### config.mk
export PLATFORM = sky130hd
export DESIGN_NAME = axis_word_packer
export DESIGN_NICKNAME = d
export VERILOG_FILES = /design/src/rtl/axis_word_packer_pkg.sv /design/src/rtl/axis_word_packer_out_stage.sv /design/src/rtl/axis_word_packer.sv
export SDC_FILE = /design/constraint.sdc
export NUM_CORES = 1
export LEC_CHECK = 0
export ABC_AREA = 1
export CORE_UTILIZATION = 55
export DETAILED_ROUTE_END_ITERATION = 7
export DONT_BUFFER_PORTS = 1
export PLACE_DENSITY = 0.7
export SLEW_MARGIN = 40
export SYNTH_ARGS = -nofsm -noshare
export SYNTH_HDL_FRONTEND = slang
export SYNTH_HIERARCHICAL = 1
export SYNTH_SLANG_ARGS = --single-unit
### constraint.sdc
create_clock -name aclk -period 4 [get_ports aclk]
set_input_delay 0.6 -clock aclk [delete_from_list [all_inputs] [get_ports aclk]]
set_output_delay 0.6 -clock aclk [all_outputs]
set_load 0.05 [all_outputs]
### src/rtl/axis_word_packer_pkg.sv
// Shared defaults and helpers for the axis_word_packer slice.
package axis_word_packer_pkg;

  localparam int unsigned DEF_S_WIDTH = 24;
  localparam int unsigned DEF_RATIO   = 10;
  localparam int unsigned DEF_M_WIDTH = DEF_S_WIDTH * DEF_RATIO;
  localparam int unsigned DEF_CNT_W   = $clog2(DEF_RATIO);

  function automatic int unsigned cnt_width(input int unsigned ratio);
    return (ratio > 1) ? $clog2(ratio) : 1;
  endfunction

  // Bit offset of beat k inside the packed word; beats are placed LSB-first.
  function automatic int unsigned slice_offset(input int unsigned k, input int unsigned width);
    return k * width;
  endfunction

endpackage

### src/rtl/axis_word_packer_out_stage.sv
// Output holding register of axis_word_packer; owns m_axis_* and out_free.
// Carries m_axis_tlast only when AXIS_WORD_PACKER_TLAST_EN is defined.
module axis_word_packer_out_stage
  import axis_word_packer_pkg::*;
#(
  parameter int unsigned DATA_W = DEF_M_WIDTH
) (
  input  logic              aclk,
  input  logic              aresetn,
  input  logic              load,
  input  logic [DATA_W-1:0] load_data,
`ifdef AXIS_WORD_PACKER_TLAST_EN
  input  logic              load_last,
  output logic              m_axis_tlast,
`endif
  input  logic              m_axis_tready,
  output logic              out_free,
  output logic              m_axis_tvalid,
  output logic [DATA_W-1:0] m_axis_tdata
);

  logic              out_valid_q, out_valid_d;
  logic [DATA_W-1:0] out_data_q, out_data_d;
`ifdef AXIS_WORD_PACKER_TLAST_EN
  logic              out_last_q, out_last_d;
`endif

  assign out_free      = !out_valid_q | m_axis_tready;
  assign m_axis_tvalid = out_valid_q;
  assign m_axis_tdata  = out_data_q;
`ifdef AXIS_WORD_PACKER_TLAST_EN
  assign m_axis_tlast  = out_last_q;
`endif

  // The caller only asserts load when out_free, so data never changes under a stall.
  always_comb begin
    out_valid_d = out_valid_q;
    out_data_d  = out_data_q;
`ifdef AXIS_WORD_PACKER_TLAST_EN
    out_last_d  = out_last_q;
`endif
    if (load) begin
      out_valid_d = 1'b1;
      out_data_d  = load_data;
`ifdef AXIS_WORD_PACKER_TLAST_EN
      out_last_d  = load_last;
`endif
    end else if (m_axis_tready) begin
      out_valid_d = 1'b0;
    end
  end

  always_ff @(posedge aclk) begin
    if (!aresetn) begin
      out_valid_q <= 1'b0;
      out_data_q  <= '0;
`ifdef AXIS_WORD_PACKER_TLAST_EN
      out_last_q  <= 1'b0;
`endif
    end else begin
      out_valid_q <= out_valid_d;
      out_data_q  <= out_data_d;
`ifdef AXIS_WORD_PACKER_TLAST_EN
      out_last_q  <= out_last_d;
`endif
    end
  end

endmodule

### src/rtl/axis_word_packer.sv
// Packs C_RATIO narrow AXI-Stream beats LSB-first into one wide word.
// Define AXIS_WORD_PACKER_TLAST_EN to add tlast ports and early word close.
module axis_word_packer
  import axis_word_packer_pkg::*;
#(
  parameter  int unsigned C_S_AXIS_TDATA_WIDTH = DEF_S_WIDTH,
  parameter  int unsigned C_RATIO              = DEF_RATIO,
  localparam int unsigned C_M_AXIS_TDATA_WIDTH = C_S_AXIS_TDATA_WIDTH * C_RATIO
) (
  input  logic                            aclk,
  input  logic                            aresetn,
  input  logic                            s_axis_tvalid,
  output logic                            s_axis_tready,
  input  logic [C_S_AXIS_TDATA_WIDTH-1:0] s_axis_tdata,
`ifdef AXIS_WORD_PACKER_TLAST_EN
  input  logic                            s_axis_tlast,
  output logic                            m_axis_tlast,
`endif
  output logic                            m_axis_tvalid,
  input  logic                            m_axis_tready,
  output logic [C_M_AXIS_TDATA_WIDTH-1:0] m_axis_tdata
);

  localparam int unsigned W     = C_S_AXIS_TDATA_WIDTH;
  localparam int unsigned MW    = C_M_AXIS_TDATA_WIDTH;
  localparam int unsigned CNT_W = cnt_width(C_RATIO);
  localparam logic [CNT_W-1:0] LAST_SLICE = CNT_W'(C_RATIO - 1);

  logic [MW-1:0]    acc_q, acc_d, merged, load_data;
  logic [CNT_W-1:0] cnt_q, cnt_d;
  logic             acc_full_q, acc_full_d;
  logic             beat_fire, beat_last, closing, out_free, load;
`ifdef AXIS_WORD_PACKER_TLAST_EN
  logic             acc_last_q, acc_last_d, load_last;
  assign beat_last = s_axis_tlast;
`else
  assign beat_last = 1'b0;
`endif

  // Ready depends only on reset and the held-word flag, never on m_axis_tready.
  assign s_axis_tready = aresetn & !acc_full_q;
  assign beat_fire     = s_axis_tvalid & s_axis_tready;
  assign closing       = beat_fire & ((cnt_q == LAST_SLICE) | beat_last);

  always_comb begin
    merged = acc_q;
    for (int k = 0; k < C_RATIO; k++) begin
      if (cnt_q == CNT_W'(k)) merged[slice_offset(k, W) +: W] = s_axis_tdata;
    end
  end

  // A held word always drains before new beats, since ready is low while it waits.
  always_comb begin
    acc_d      = acc_q;
    cnt_d      = cnt_q;
    acc_full_d = acc_full_q;
    load       = 1'b0;
    load_data  = merged;
`ifdef AXIS_WORD_PACKER_TLAST_EN
    acc_last_d = acc_last_q;
    load_last  = beat_last;
`endif
    if (acc_full_q) begin
      load_data = acc_q;
`ifdef AXIS_WORD_PACKER_TLAST_EN
      load_last = acc_last_q;
`endif
      if (out_free) begin
        load       = 1'b1;
        acc_d      = '0;
        acc_full_d = 1'b0;
        cnt_d      = '0;
`ifdef AXIS_WORD_PACKER_TLAST_EN
        acc_last_d = 1'b0;
`endif
      end
    end else if (closing) begin
      if (out_free) begin
        load  = 1'b1;
        acc_d = '0;
        cnt_d = '0;
      end else begin
        acc_d      = merged;
        acc_full_d = 1'b1;
`ifdef AXIS_WORD_PACKER_TLAST_EN
        acc_last_d = beat_last;
`endif
      end
    end else if (beat_fire) begin
      acc_d = merged;
      cnt_d = cnt_q + CNT_W'(1);
    end
  end

  always_ff @(posedge aclk) begin
    if (!aresetn) begin
      acc_q      <= '0;
      cnt_q      <= '0;
      acc_full_q <= 1'b0;
`ifdef AXIS_WORD_PACKER_TLAST_EN
      acc_last_q <= 1'b0;
`endif
    end else begin
      acc_q      <= acc_d;
      cnt_q      <= cnt_d;
      acc_full_q <= acc_full_d;
`ifdef AXIS_WORD_PACKER_TLAST_EN
      acc_last_q <= acc_last_d;
`endif
    end
  end

  axis_word_packer_out_stage #(
    .DATA_W(MW)
  ) u_out_stage (
    .aclk         (aclk),
    .aresetn      (aresetn),
    .load         (load),
    .load_data    (load_data),
`ifdef AXIS_WORD_PACKER_TLAST_EN
    .load_last    (load_last),
    .m_axis_tlast (m_axis_tlast),
`endif
    .m_axis_tready(m_axis_tready),
    .out_free     (out_free),
    .m_axis_tvalid(m_axis_tvalid),
    .m_axis_tdata (m_axis_tdata)
  );

endmodule

# Yosys cells after proc, flatten, opt, wreduce, memory -nomap -nowiden
# Cells that the tools add are included.
# classes
n_bitwise	4
muxes	28
n_reduce_logical	6
eq_ne	10
add_sub_neg	1
# ops
operator	n
two-way mux 240 bit	6
two-way mux 24 bit	10
== test 4 x 3 -> 1 bit, second input constant	4
two-way mux 4 bit	4
== test 4 x 2 -> 1 bit, second input constant	2
== test 4 bit, second input constant	2
two-way mux 1 bit	8
adder 4 x 1 -> 4 bit, second input constant	1
== test 4 x 1 -> 1 bit, second input constant	1
logical NOT 4 bit	1
AND 1 bit	3
nonzero test 3 bit	1
logical NOT 1 bit	2
!= test 2 x 1 -> 1 bit, second input constant	1
AND reduction 2 bit	1
nonzero test 2 bit	1
OR 1 bit	1
# word_totals
output_inout_bits	242
ff_bits	486
input_bits	28
word_cells	54

# Depth between registers and ports, before layout
# logic_depth
ltp_word	7
mapped_depth	16
ltp_nobuf	9

# Cells and area by module
# Netlist, hierarchy kept.
# by_module_without_submodules
module	instances	seq_area_each_um2	cells_each	area_each_um2
axis_word_packer	1	4904.7	2713	15451.1
axis_word_packer_out_stage	1	4824.6	1046	8348.0

# Worst setup path after synthesis
# No wires, ideal clock.
# synth_timing
path_kind	register to register
startpoint	reg cnt_q[1]
endpoint	reg u_out_stage.out_data_q[147], in the netlist u_out_stage/m_axis_tdata[147]
setup_time_ns	0.065
path_slack_ns	1.776
path_stages_with_launch	17
synth_period_minus_slack_ns	2.224
arrival_ns	2.159
required_time_ns	3.935
n_path_buf	7
cell_sequence	dfxtp_1 -> inv_1 -> ha_1 -> buf_2 -> nand3_4 -> nor2_4 -> nand2_4 -> buf_2 -> buf_2 -> nand2_1 -> buf_6 -> buf_6 -> inv_6 -> buf_6 -> buf_6 -> nor2_1 -> nor2_1
# synth_between
elab_chain_len	4
elab_cells_between_ends	7
cone_classes	eq/ne: 2; mux: 4; bitwise: 1
# synth_lines
item	line	rtl
from (decl)	axis_word_packer.sv:30	logic [CNT_W-1:0] cnt_q, cnt_d;
from (signal assigned)	axis_word_packer.sv:105	cnt_q <= cnt_d;
== test 4 bit	axis_word_packer.sv:43	assign closing = beat_fire & ((cnt_q == LAST_SLICE) | beat_last);
AND 1 bit	axis_word_packer.sv:43	
two-way mux 1 bit	axis_word_packer.sv:77	end else if (closing) begin
two-way mux 1 bit	axis_word_packer.sv:63	if (acc_full_q) begin
net load	axis_word_packer.sv:32	logic beat_fire, beat_last, closing, out_free, load;
to (signal assigned)	axis_word_packer_out_stage.sv:62	out_data_q <= out_data_d;
to (decl)	axis_word_packer_out_stage.sv:23	logic [DATA_W-1:0] out_data_q, out_data_d;
# The timed path passes the listed nets, and every way through them passes these cells.
# A chain may end at the register's enable or synchronous reset.

# Worst setup path in the final report
# layout_timing
startpoint	reg u_out_stage.out_valid_q, in the netlist u_out_stage/m_axis_tvalid
endpoint	reg acc_q[204]
# layout_between
elab_chain_len	5
elab_cells_between_ends	7
cone_classes	eq/ne: 1; mux: 3; bitwise: 1; reduce/logical: 2
# layout_lines
item	line	rtl
from (decl)	axis_word_packer_out_stage.sv:22	logic out_valid_q, out_valid_d;
from (signal assigned)	axis_word_packer_out_stage.sv:61	out_valid_q <= out_valid_d;
logical NOT 1 bit (*)	axis_word_packer_out_stage.sv:28	assign out_free = !out_valid_q | m_axis_tready;
OR 1 bit (*)	axis_word_packer_out_stage.sv:28	
net out_free	axis_word_packer.sv:32	
two-way mux 240 bit	axis_word_packer.sv:78	if (out_free) begin
two-way mux 240 bit	axis_word_packer.sv:77	
two-way mux 240 bit	axis_word_packer.sv:63	
to (signal assigned)	axis_word_packer.sv:97	acc_q <= '0;
to (signal assigned)	axis_word_packer.sv:104	acc_q <= acc_d;
to (decl)	axis_word_packer.sv:29	logic [MW-1:0] acc_q, acc_d, merged, load_data;
# The timed path passes the listed nets; every way through them passes the cells marked *.

==> results.txt <==
----------------------------------------------------
[Routing]
  Post-detailed-route count of antenna-violating nets ... 0
  Number of design-rule violations left by the first detailed-router iteration ... approximately 2500
  Total length of routed wires ... between 70 and 80 mm
  Via-to-Cell Ratio ... between 5 and 6
  Total vias in the final route ... about 24000
  Number of iterations in the first detailed-routing pass ... 6
  Count of unresolved DRC violations after routing ... 0
  Routed length per placed instance ... 18.2 µm

[Floorplanning]
  Starting Density ... 56.2%
  Die height ... between 200 and 250 µm
  Number of cell rows ... 75
  # IOs ... 270
  Core Box Area ... 0.0423 mm²
  Die boundary width ... about 210 µm
  Die outline area ... ~0.044 mm²

[Synthesis]
  Largest family of logic cells by synthesized area ... simple AND/OR/NAND/NOR gates
  Number of instances in the synthesized netlist ... 3759
  Avg Cell Area, Syn ... 6.33 µm²
  Total nets after synthesis ... roughly 3800
  Synthesized-area fraction occupied by adder cells ... 0.210%
  Post-synthesis xor/xnor area fraction ... 0%
  Simple-gate share of the synthesized area ... 35.6%
  Synthesis Warnings ... 6
  Number of distinct library cell variants in the gate-level netlist after synthesis ... 24
  Total of flip-flops plus latches after synthesis ... between 400 and 500
  Mux cell area share after synthesis ... 0%
  Synth Area in Compound Gates ... approximately 14%
  Part of the Yosys area used for sequential elements ... 40.9%
  Total standard cell area after synthesis ... about 0.024 mm²

[Worst setup path]
  Type of the setup path with the least slack ... reg2reg
  R2r setup slk ... 1.03 ns
  Nature of the critical path endpoint ... register
  Worst Reg2Reg Path Length in Cells ... 8
  Critical-path maximum fanout ... approximately 140
  Data required time at the worst endpoint ... about 4.5 ns
  Worst path arrival time ... 3.41 ns
  Crit start category ... register

[STA]
  Maximum operating frequency ... approximately 340 MHz
  Final Hold Violating Endpoints ... 0
  Slew at the pin closest to its max-slew limit ... 0.944 ns
  Clock tree skew after final layout ... about 0.016 ns
  TNS Setup ... 0 ns
  Fin. max-slew vios ... 0
  Shortest period the worst path allows ... 2.97 ns
  Count of endpoints failing setup in the final report ... 0
  Portion of the clock cycle consumed by the worst path in the final layout ... between 70% and 80%
  Max-Slew Margin vs Limit ... 36.7%
  Setup repair after global routing missed its margin ... no

[Global route]
  Global-route wire length before repair ... between 100 and 150 mm
  Overflow left after global routing ... 0
  Vias in the first global route ... 21900
  Pin count of the biggest net entering global routing ... roughly 250
  Global-route total usage across every layer ... about a third
  Antenna violations before repair ... 1

[Hold path]
  Worst hold stages ... 2
  Type of the tightest min-delay check ... in2reg

[Final layout]
  Total area of multi-input combinational cells ... roughly 0.012 mm²
  Register area ... around 0.0097 mm²
  Number of diodes added for antenna fixing ... 0
  Post-synthesis to final-layout area growth ... 6.09%
  Fraction of layout cells with a size suffix above 1 ... approximately 4%
  Final net count ... 3583
  Layout fillers ... approximately 4000
  Cell area after layout ... 0.0252 mm²

[Clock tree]
  Worst skew pair latency ... 0.60 ns
  Post-cts hold buffer count ... 0
  Count of instances resized after the clock tree is built ... 0
  Inserted Clock Buffers ... 52
  Clock Sink Count ... 486
  Total number of H-tree levels ... 2
  Clk Tree Root Cell ... clkbuf_16
  Maximum number of buffers from clock root to sink ... 3
  Clock Pin Slew Worst Setup and Hold Paths ... 0.06 ns
  Number of post-CTS setup repair buffers ... 0
  Clock tree from TritonCTS ... built

[Placement]
  Number of buffers added on ports ... 0
  Post-detailed-placement cell area ... 0.0235 mm²
  Final Wtd Congestion ... 0.795
  Half-perimeter wire length after detailed placement ... 41.8 mm

[Power and ir drop]
  Maximum resistive drop on vdd ... between 0.2 and 0.3 mV
  Total leakage power ... between 10 and 15 nW
  Overall Power ... ~10 mW
  Power Dens Cells ... roughly 410 mW/mm²

[Flow run]
  Max Cap Viol ... 0

[Run status]
  Run status ... finished, final reports clean

----------------------------------------------------
## state kept, by name (all words and copies together), names as in the netlist
register                   flops
acc_q                        240
acc_full_q                     1
u_out_stage/m_axis_tdata     240
u_out_stage/m_axis_tvalid      1
cnt_q                          4
## cell type report
cell class | instances | share of cell area, %
multi-input cells | 2793 | 47.4
repair buffers | 32 | 1.59
clock inverters | 19 | 0.728
flip-flops and latches | 486 | 38.5
clock buffers | 73 | 5.95
well taps | 577 | 2.86
inverters | 186 | 2.90
## routing by layer
metal | vias to the layer above | wire (µm) | track usage (%)
met4 | 2 | 3620 | 17.3
li1 | 11600 | - | -
met3 | 206 | 6580 | 6.06
met1 | 11200 | 31200 | 43.4
met2 | 1072 | 34400 | 53.4
met5 | - | 11 | 0
## cell usage in the layout (no fill, tap or decap), drive strengths merged, types with 4 or more instances in the layout
cell type | Yosys | layout
dfxtp | 486 | 486
nand4 | 24 | 24
nand2 | 570 | 570
nand3 | 345 | 345
clkinv | 24 | 37
inv | 162 | 162
o21ai | 483 | 483
clkbuf | 154 | 73
ha | 4 | 4
a21oi | 194 | 194
buf | 140 | 32
nor2 | 1172 | 1172
## power by group
group | internal [mW] | switching (mW) | total [mW]
Clock | 2.80 | 2.04 | 4.84
Sequential | 4.87 | 0.0254 | 4.90
Combinational | 0.152 | 0.468 | 0.621
Total | 7.83 | 2.54 | 10.4
## logic make-up after synthesis
group	after synthesis
DFF	486
buffers and inverters	480
adders and majority gates	4
and+or+nand+nor	2111
AOI/OAI and AO/OA	678
## cells in the mapped netlist (all sizes together)
cell	number	area (µm²)
dfxtp	486	9730
o21ai	483	2420
nand2	570	2160
clkinv	24	90.1
nand4	24	150
ha	4	50.1
nor2	1172	4410
inv	162	618
a21oi	194	971
a22oi	1	7.51
nand3	345	1750
clkbuf	154	579
buf	140	866
## worst max-delay path, cell delays in order (launching register included)
cell,delay (ns)
dfxtp_1,0.65
nand2_1,0.31
nand2_1,0.31
nand2_8,0.40
nand2_4,0.23
buf_12,0.54
nor2_1,0.09
nor2_1,0.12
nor2_1,0.05
## worst paths after layout
check / start / end
min reg2reg: acc_q[36] / acc_q[36]
max reg2reg: u_out_stage/m_axis_tvalid / acc_q[204]
min: aresetn / u_out_stage/m_axis_tdata[176]
max: u_out_stage/m_axis_tvalid / acc_q[204]
## through the flow
step                      worst slack (ns)  hold slack (ns)  util, %  std cells
final                                 1.03            0.138     59.7       4166
after global routing                 0.822            0.128     59.7       4166
after CTS                             1.03            0.116     59.5       4164
after detailed placement              1.04            0.468     55.5       4072
after global placement                1.13            0.464     55.5       4072
after floorplan                       1.78            0.457        -       3759
Power figures use the tool's default switching activity.
